===== config.mk =====
export PLATFORM = sky130hd
export DESIGN_NAME = id_decode_unit
export DESIGN_NICKNAME = d
export VERILOG_FILES = /design/src/rtl/arm_pkg.sv /design/src/rtl/condition_check.sv /design/src/rtl/control_unit.sv /design/src/rtl/register_file.sv /design/src/rtl/id_decode_unit.sv
export SDC_FILE = /design/constraint.sdc
export NUM_CORES = 1
export LEC_CHECK = 0
export CORE_MARGIN = 2
export CORE_UTILIZATION = 35
export DETAILED_ROUTE_END_ITERATION = 6
export GPL_ROUTABILITY_DRIVEN = 1
export PLACE_DENSITY = 0.48
export SYNTH_ARGS = -nofsm -noshare
export SYNTH_HDL_FRONTEND = slang
export SYNTH_SLANG_ARGS = --single-unit

===== constraint.sdc =====
create_clock -name clk -period 16.6 [get_ports clk]
set_input_delay 2.49 -clock clk [delete_from_list [all_inputs] [get_ports clk]]
set_output_delay 2.49 -clock clk [all_outputs]
set_load 0.01 [all_outputs]

===== src/rtl/arm_pkg.sv =====
// Shared encodings for the ARM ID stage: instruction modes, opcodes,
// ALU command codes, condition codes and status-register bit positions.
package arm_pkg;

   localparam logic [1:0] MODE_DP  = 2'b00;
   localparam logic [1:0] MODE_MEM = 2'b01;
   localparam logic [1:0] MODE_BR  = 2'b10;

   localparam logic [3:0] OP_MOV = 4'b1101;
   localparam logic [3:0] OP_MVN = 4'b1111;
   localparam logic [3:0] OP_ADD = 4'b0100;
   localparam logic [3:0] OP_ADC = 4'b0101;
   localparam logic [3:0] OP_SUB = 4'b0010;
   localparam logic [3:0] OP_SBC = 4'b0110;
   localparam logic [3:0] OP_AND = 4'b0000;
   localparam logic [3:0] OP_ORR = 4'b1100;
   localparam logic [3:0] OP_EOR = 4'b0001;
   localparam logic [3:0] OP_CMP = 4'b1010;
   localparam logic [3:0] OP_TST = 4'b1000;

   localparam logic [3:0] EXE_NOP = 4'b0000;
   localparam logic [3:0] EXE_MOV = 4'b0001;
   localparam logic [3:0] EXE_ADD = 4'b0010;
   localparam logic [3:0] EXE_ADC = 4'b0011;
   localparam logic [3:0] EXE_SUB = 4'b0100;
   localparam logic [3:0] EXE_SBC = 4'b0101;
   localparam logic [3:0] EXE_AND = 4'b0110;
   localparam logic [3:0] EXE_ORR = 4'b0111;
   localparam logic [3:0] EXE_EOR = 4'b1000;
   localparam logic [3:0] EXE_MVN = 4'b1001;

   localparam logic [3:0] COND_EQ = 4'b0000;
   localparam logic [3:0] COND_NE = 4'b0001;
   localparam logic [3:0] COND_CS = 4'b0010;
   localparam logic [3:0] COND_CC = 4'b0011;
   localparam logic [3:0] COND_MI = 4'b0100;
   localparam logic [3:0] COND_PL = 4'b0101;
   localparam logic [3:0] COND_VS = 4'b0110;
   localparam logic [3:0] COND_VC = 4'b0111;
   localparam logic [3:0] COND_HI = 4'b1000;
   localparam logic [3:0] COND_LS = 4'b1001;
   localparam logic [3:0] COND_GE = 4'b1010;
   localparam logic [3:0] COND_LT = 4'b1011;
   localparam logic [3:0] COND_GT = 4'b1100;
   localparam logic [3:0] COND_LE = 4'b1101;
   localparam logic [3:0] COND_AL = 4'b1110;

   localparam int SR_N = 3;
   localparam int SR_Z = 2;
   localparam int SR_C = 1;
   localparam int SR_V = 0;

endpackage


===== src/rtl/condition_check.sv =====
// Combinational evaluation of the instruction condition field against
// the {N,Z,C,V} status flags.
module condition_check
   import arm_pkg::*;
(
   input  logic [3:0] cond,
   input  logic [3:0] SR,
   output logic       cond_ok
);

   logic n, z, c, v;

   assign n = SR[SR_N];
   assign z = SR[SR_Z];
   assign c = SR[SR_C];
   assign v = SR[SR_V];

   always_comb begin
      cond_ok = 1'b0;
      case (cond)
         COND_EQ: cond_ok = z;
         COND_NE: cond_ok = ~z;
         COND_CS: cond_ok = c;
         COND_CC: cond_ok = ~c;
         COND_MI: cond_ok = n;
         COND_PL: cond_ok = ~n;
         COND_VS: cond_ok = v;
         COND_VC: cond_ok = ~v;
         COND_HI: cond_ok = c & ~z;
         COND_LS: cond_ok = ~c | z;
         COND_GE: cond_ok = (n == v);
         COND_LT: cond_ok = (n != v);
         COND_GT: cond_ok = ~z & (n == v);
         COND_LE: cond_ok = z | (n != v);
         COND_AL: cond_ok = 1'b1;
         default: cond_ok = 1'b0;
      endcase
   end

endmodule


===== src/rtl/control_unit.sv =====
// Combinational instruction decode: mode/op_code/S to ALU command and
// memory, write-back, branch and flag-update controls.
module control_unit
   import arm_pkg::*;
(
   input  logic [1:0] mode,
   input  logic [3:0] op_code,
   input  logic       S,
   output logic [3:0] Execute_command,
   output logic       mem_read,
   output logic       mem_write,
   output logic       WB_enable,
   output logic       B,
   output logic       Update_SR
);

   always_comb begin
      Execute_command = EXE_NOP;
      mem_read        = 1'b0;
      mem_write       = 1'b0;
      WB_enable       = 1'b0;
      B               = 1'b0;
      Update_SR       = 1'b0;
      case (mode)
         MODE_DP: begin
            Update_SR = S;
            WB_enable = 1'b1;
            case (op_code)
               OP_MOV:  Execute_command = EXE_MOV;
               OP_MVN:  Execute_command = EXE_MVN;
               OP_ADD:  Execute_command = EXE_ADD;
               OP_ADC:  Execute_command = EXE_ADC;
               OP_SUB:  Execute_command = EXE_SUB;
               OP_SBC:  Execute_command = EXE_SBC;
               OP_AND:  Execute_command = EXE_AND;
               OP_ORR:  Execute_command = EXE_ORR;
               OP_EOR:  Execute_command = EXE_EOR;
               OP_CMP: begin
                  Execute_command = EXE_SUB;
                  WB_enable       = 1'b0;
               end
               OP_TST: begin
                  Execute_command = EXE_AND;
                  WB_enable       = 1'b0;
               end
               default: WB_enable = 1'b0;
            endcase
         end
         MODE_MEM: begin
            // Address is always base + offset, so the ALU adds for both LDR and STR
            Execute_command = EXE_ADD;
            mem_read        = S;
            WB_enable       = S;
            mem_write       = ~S;
         end
         MODE_BR: B = 1'b1;
         default: ;
      endcase
   end

endmodule


===== src/rtl/register_file.sv =====
// 15x32 general-purpose registers, two combinational read ports and one
// write port committing on the falling edge so write-back forwards in-cycle.
module register_file (
   input  logic        clk,
   input  logic        rst,
   input  logic [3:0]  src1,
   input  logic [3:0]  src2,
   input  logic [3:0]  Dest_wb,
   input  logic [31:0] Result_WB,
   input  logic        writeBackEn,
   output logic [31:0] reg1,
   output logic [31:0] reg2
);

   logic [31:0] regs_q [15];

   always_ff @(negedge clk or posedge rst) begin
      if (rst) begin
         for (int i = 0; i < 15; i++) regs_q[i] <= 32'(i);
      end else if (writeBackEn && Dest_wb != 4'd15) begin
         regs_q[Dest_wb] <= Result_WB;
      end
   end

   // Index 15 (PC slot) is not stored here and reads as zero
   assign reg1 = (src1 == 4'd15) ? 32'd0 : regs_q[src1];
   assign reg2 = (src2 == 4'd15) ? 32'd0 : regs_q[src2];

endmodule


===== src/rtl/id_decode_unit.sv =====
// ID-stage decode core: wires control decode, condition check and the
// register file between the IF/ID and ID/EX boundaries.
module id_decode_unit
   import arm_pkg::*;
(
   input  logic        clk,
   input  logic        rst,
   input  logic [1:0]  mode,
   input  logic [3:0]  op_code,
   input  logic        S,
   input  logic [3:0]  cond,
   input  logic [3:0]  SR,
   input  logic [3:0]  src1,
   input  logic [3:0]  src2,
   input  logic [3:0]  Dest_wb,
   input  logic [31:0] Result_WB,
   input  logic        writeBackEn,
   output logic [3:0]  Execute_command,
   output logic        mem_read,
   output logic        mem_write,
   output logic        WB_enable,
   output logic        B,
   output logic        Update_SR,
   output logic        cond_ok,
   output logic [31:0] reg1,
   output logic [31:0] reg2
);

   control_unit u_control_unit (
      .mode            (mode),
      .op_code         (op_code),
      .S               (S),
      .Execute_command (Execute_command),
      .mem_read        (mem_read),
      .mem_write       (mem_write),
      .WB_enable       (WB_enable),
      .B               (B),
      .Update_SR       (Update_SR)
   );

   condition_check u_condition_check (
      .cond    (cond),
      .SR      (SR),
      .cond_ok (cond_ok)
   );

   register_file u_register_file (
      .clk         (clk),
      .rst         (rst),
      .src1        (src1),
      .src2        (src2),
      .Dest_wb     (Dest_wb),
      .Result_WB   (Result_WB),
      .writeBackEn (writeBackEn),
      .reg1        (reg1),
      .reg2        (reg2)
   );

endmodule


==> run summary <==
Status -> finished, final reports clean
Die X-Extent -> 276.6 µm
Combinational cell fraction of total power -> 23.0%
CTS tree -> yes
Post-Synth Simple-Gate Area -> 2.781%
Total CTS buffers -> 56
RSZ-0062 raised after global routing -> false
Max Buffers Root-to-Sink -> 3
Syn Inst Count -> 1834
Worst Hold End -> u_register_file.regs_q[413]
Startpoint Class -> register
HP Start -> u_register_file.regs_q[413]
Post-synth EDFFs -> 0
Max FFs per register -> 480
Reg2reg start -> u_register_file.regs_q[220]
Setup violations, final -> 0
Setup Skew -> 0 ns
Post-synth top area share -> 43.49%
Post-synthesis cell type count -> 44
Yosys warns -> 0
Routed vias/inst -> 5.749
P_sw -> 1057 µW
IO Count -> 136
Max-Cap Viols -> 0
Mean post-synth cell area -> 14.18 µm²
R2r setup slk -> 15.76 ns
Compound-cell area share of the yosys netlist -> 6.374%
Antenna diodes -> 0
Final slew viol count -> 0
Leakage -> 0.01218 µW
Post_cts resized -> 0
Crit. End Element -> output pin
WL per Instance -> 27.17 µm
DRC -> 0
Final GP Congestion -> 0.7427
Top_reg_cell synth -> dfrtn_1
Die Y -> 276.6 µm
R2r endpoint -> u_register_file.regs_q[220]
Drt pass-1 iters -> 5
GR Overflow Total -> 0
Clk pwr share -> 32.8%
Skew-Pair Late Insertion Delay -> 0.58 ns
Adder-cell area share of the yosys netlist -> 0%
Tightest Pin Transition -> 1.223 ns
Hold path cells -> 1
Synth area leaders -> dfrtn_1, mux2_2, mux4_2
Core ar. -> 73210 µm²
Synth top cells by count -> mux2_2, dfrtn_1, mux4_2
Effective utilization at floorplan -> 35.53%
Die footprint -> 76500 µm²
Netlist Area Pre-Place -> 26010 µm²
Post-synthesis xor/xnor area fraction -> 0.1684%
Total track usage -> 20.65%
Largest family of logic cells by synthesized area -> multiplexers
# rows -> 99
Relative slew slack -> 18.49%
Port Buf Inserts -> 135
Layout Nets -> 1960
HPWL Detailed -> 43550 µm
Hold buffer count at cts -> 0
Detailed-route via count -> 16644
Worst hold slack -> 0.4583 ns
Ys async rst share -> 100.0%
Kind of critical path -> register to output pin
Largest Register -> u_register_file.regs_q
CP max FO -> 3
Fin worst setup slack -> 3.186 ns
Switching share of power -> 27.80%
Global-route wire length before repair -> 119500 µm
CTS H-tree depth -> 2
Cell accounting for the most synthesized area -> dfrtn_1
Vias in the first global route -> 17626
Post-DRT Antenna Nets -> 0
Final hold vios -> 0
FF-to-FF path depth -> 1
Syn_nets -> 1896
Mux contribution to synthesized area -> 41.03%
Synthesized flop and latch total -> 480
Critical path required time -> 14.11 ns
PD cells -> 127.0 nW/µm²
Largest registers -> u_register_file.regs_q: 480 flops
Sequential area share after synthesis -> 46.32%
Top-count cell post-synth -> mux2_2
Pint -> 2745 µW
Initial antenna violation count -> 2
Sink Count -> 480
Largest net degree at the start of global routing -> 165
Hold crit path type -> register to register
Seq pwr share -> 44.2%
Max VDD drop -> 75.94 µV
Share of layout cells above drive strength 1 -> 43.08%
Worst-path clk slew -> 0.04 ns
WP data arrival -> 10.92 ns
Pre-CTS setup slack -> 3.205 ns
Post-CTS setup buffer count -> 0
Area grow syn2layout -> 15.14%
Routed WL -> 78670 µm
Root buffer cell -> clkbuf_16
Iter 0 DRT Violations -> 1085
per-stage QoR:
stage               power [µW]  area, µm²  setup TNS, ns  utilization (%)  std cells
floorplan                 2305      26010        -205.79                -       1834
global placement          2558      28070              0            38.34       2772
detailed placement        2588      28070              0            38.34       2772
CTS                       3846      29940              0            40.90       2895
global route              4003      29940              0            40.90       2895
finish                    3802      29940              0            40.90       2895
power groups by stage:
| stage | combinational (µW) | clock (µW) | sequential (µW) |
|---|---|---|---|
| after floorplan | 666 | 10.7 | 1630 |
| after global placement | 870 | 10.7 | 1680 |
| after detailed placement | 884 | 10.7 | 1690 |
| after CTS | 888 | 1280 | 1680 |
| after global routing | 947 | 1340 | 1720 |
| final | 875 | 1250 | 1680 |
critical path: stages, from the launching register on:
cell	delay [ns]
dfrtn_1	0.35
mux4_2	0.46
nor2b_1	0.14
a211oi_1	0.38
a21oi_1	0.15
clkdlybuf4s50_1	0.57
area by class of cell:
| type | count | area, µm² |
|---|---|---|
| Tap cell | 959 | 1200 |
| Multi-Input combinational cell | 1163 | 13190 |
| Clock buffer | 84 | 1639 |
| Clock inverter | 40 | 240.2 |
| Inverter | 1 | 7.507 |
| Fill cell | 6756 | 43260 |
| Sequential cell | 480 | 12050 |
| Timing Repair Buffer | 168 | 1622 |
cell families after synthesis:
| kind of cell | count (synthesis) |
|---|---|
| mux | 801 |
| flops | 480 |
| compound gates | 238 |
| buf+inv | 191 |
| xor+xnor | 5 |
| simple gates | 119 |
per-layer routing:
layer | global-route usage (%) | up-vias | share of wire, %
met5 | 0 | - | 0.017
met4 | 5.310 | 2 | 2.4
met3 | 2.987 | 113 | 3.3
met2 | 33.91 | 297 | 48
met1 | 28.69 | 9024 | 46
li1 | - | 7208 | -
worst max path at each step:
stage          slack (ns)  cells past startpoint                           to                        start
2_1_floorplan       -0.46                      1    u_register_file.regs_q[0]                          rst
3_3_place_gp         3.22                      5  u_register_file.regs_q[335]                   Dest_wb[3]
3_5_place_dp         3.21                      5  u_register_file.regs_q[333]                   Dest_wb[3]
4_1_cts              3.15                      5                     reg1[29]  u_register_file.regs_q[381]
5_1_grt              3.08                      5                      reg1[9]  u_register_file.regs_q[361]
6_report             3.19                      5                      reg1[9]  u_register_file.regs_q[361]
layout by cell type, fill, tap and decap left out, types with 28 or more instances in the layout:
master and n:
clkdlybuf4s50_1 127, dfstp_2 28, inv_1 28, dfrtn_1 452, clkbuf_16 58, buf_4 35, mux2i_1 129, a211oi_1 62
o22ai_1 32, mux4_2 161, nor2b_1 67, a21oi_1 68, a221oi_1 31, o2bb2ai_1 31, mux2_2 504
Power figures use the tool's default switching activity.
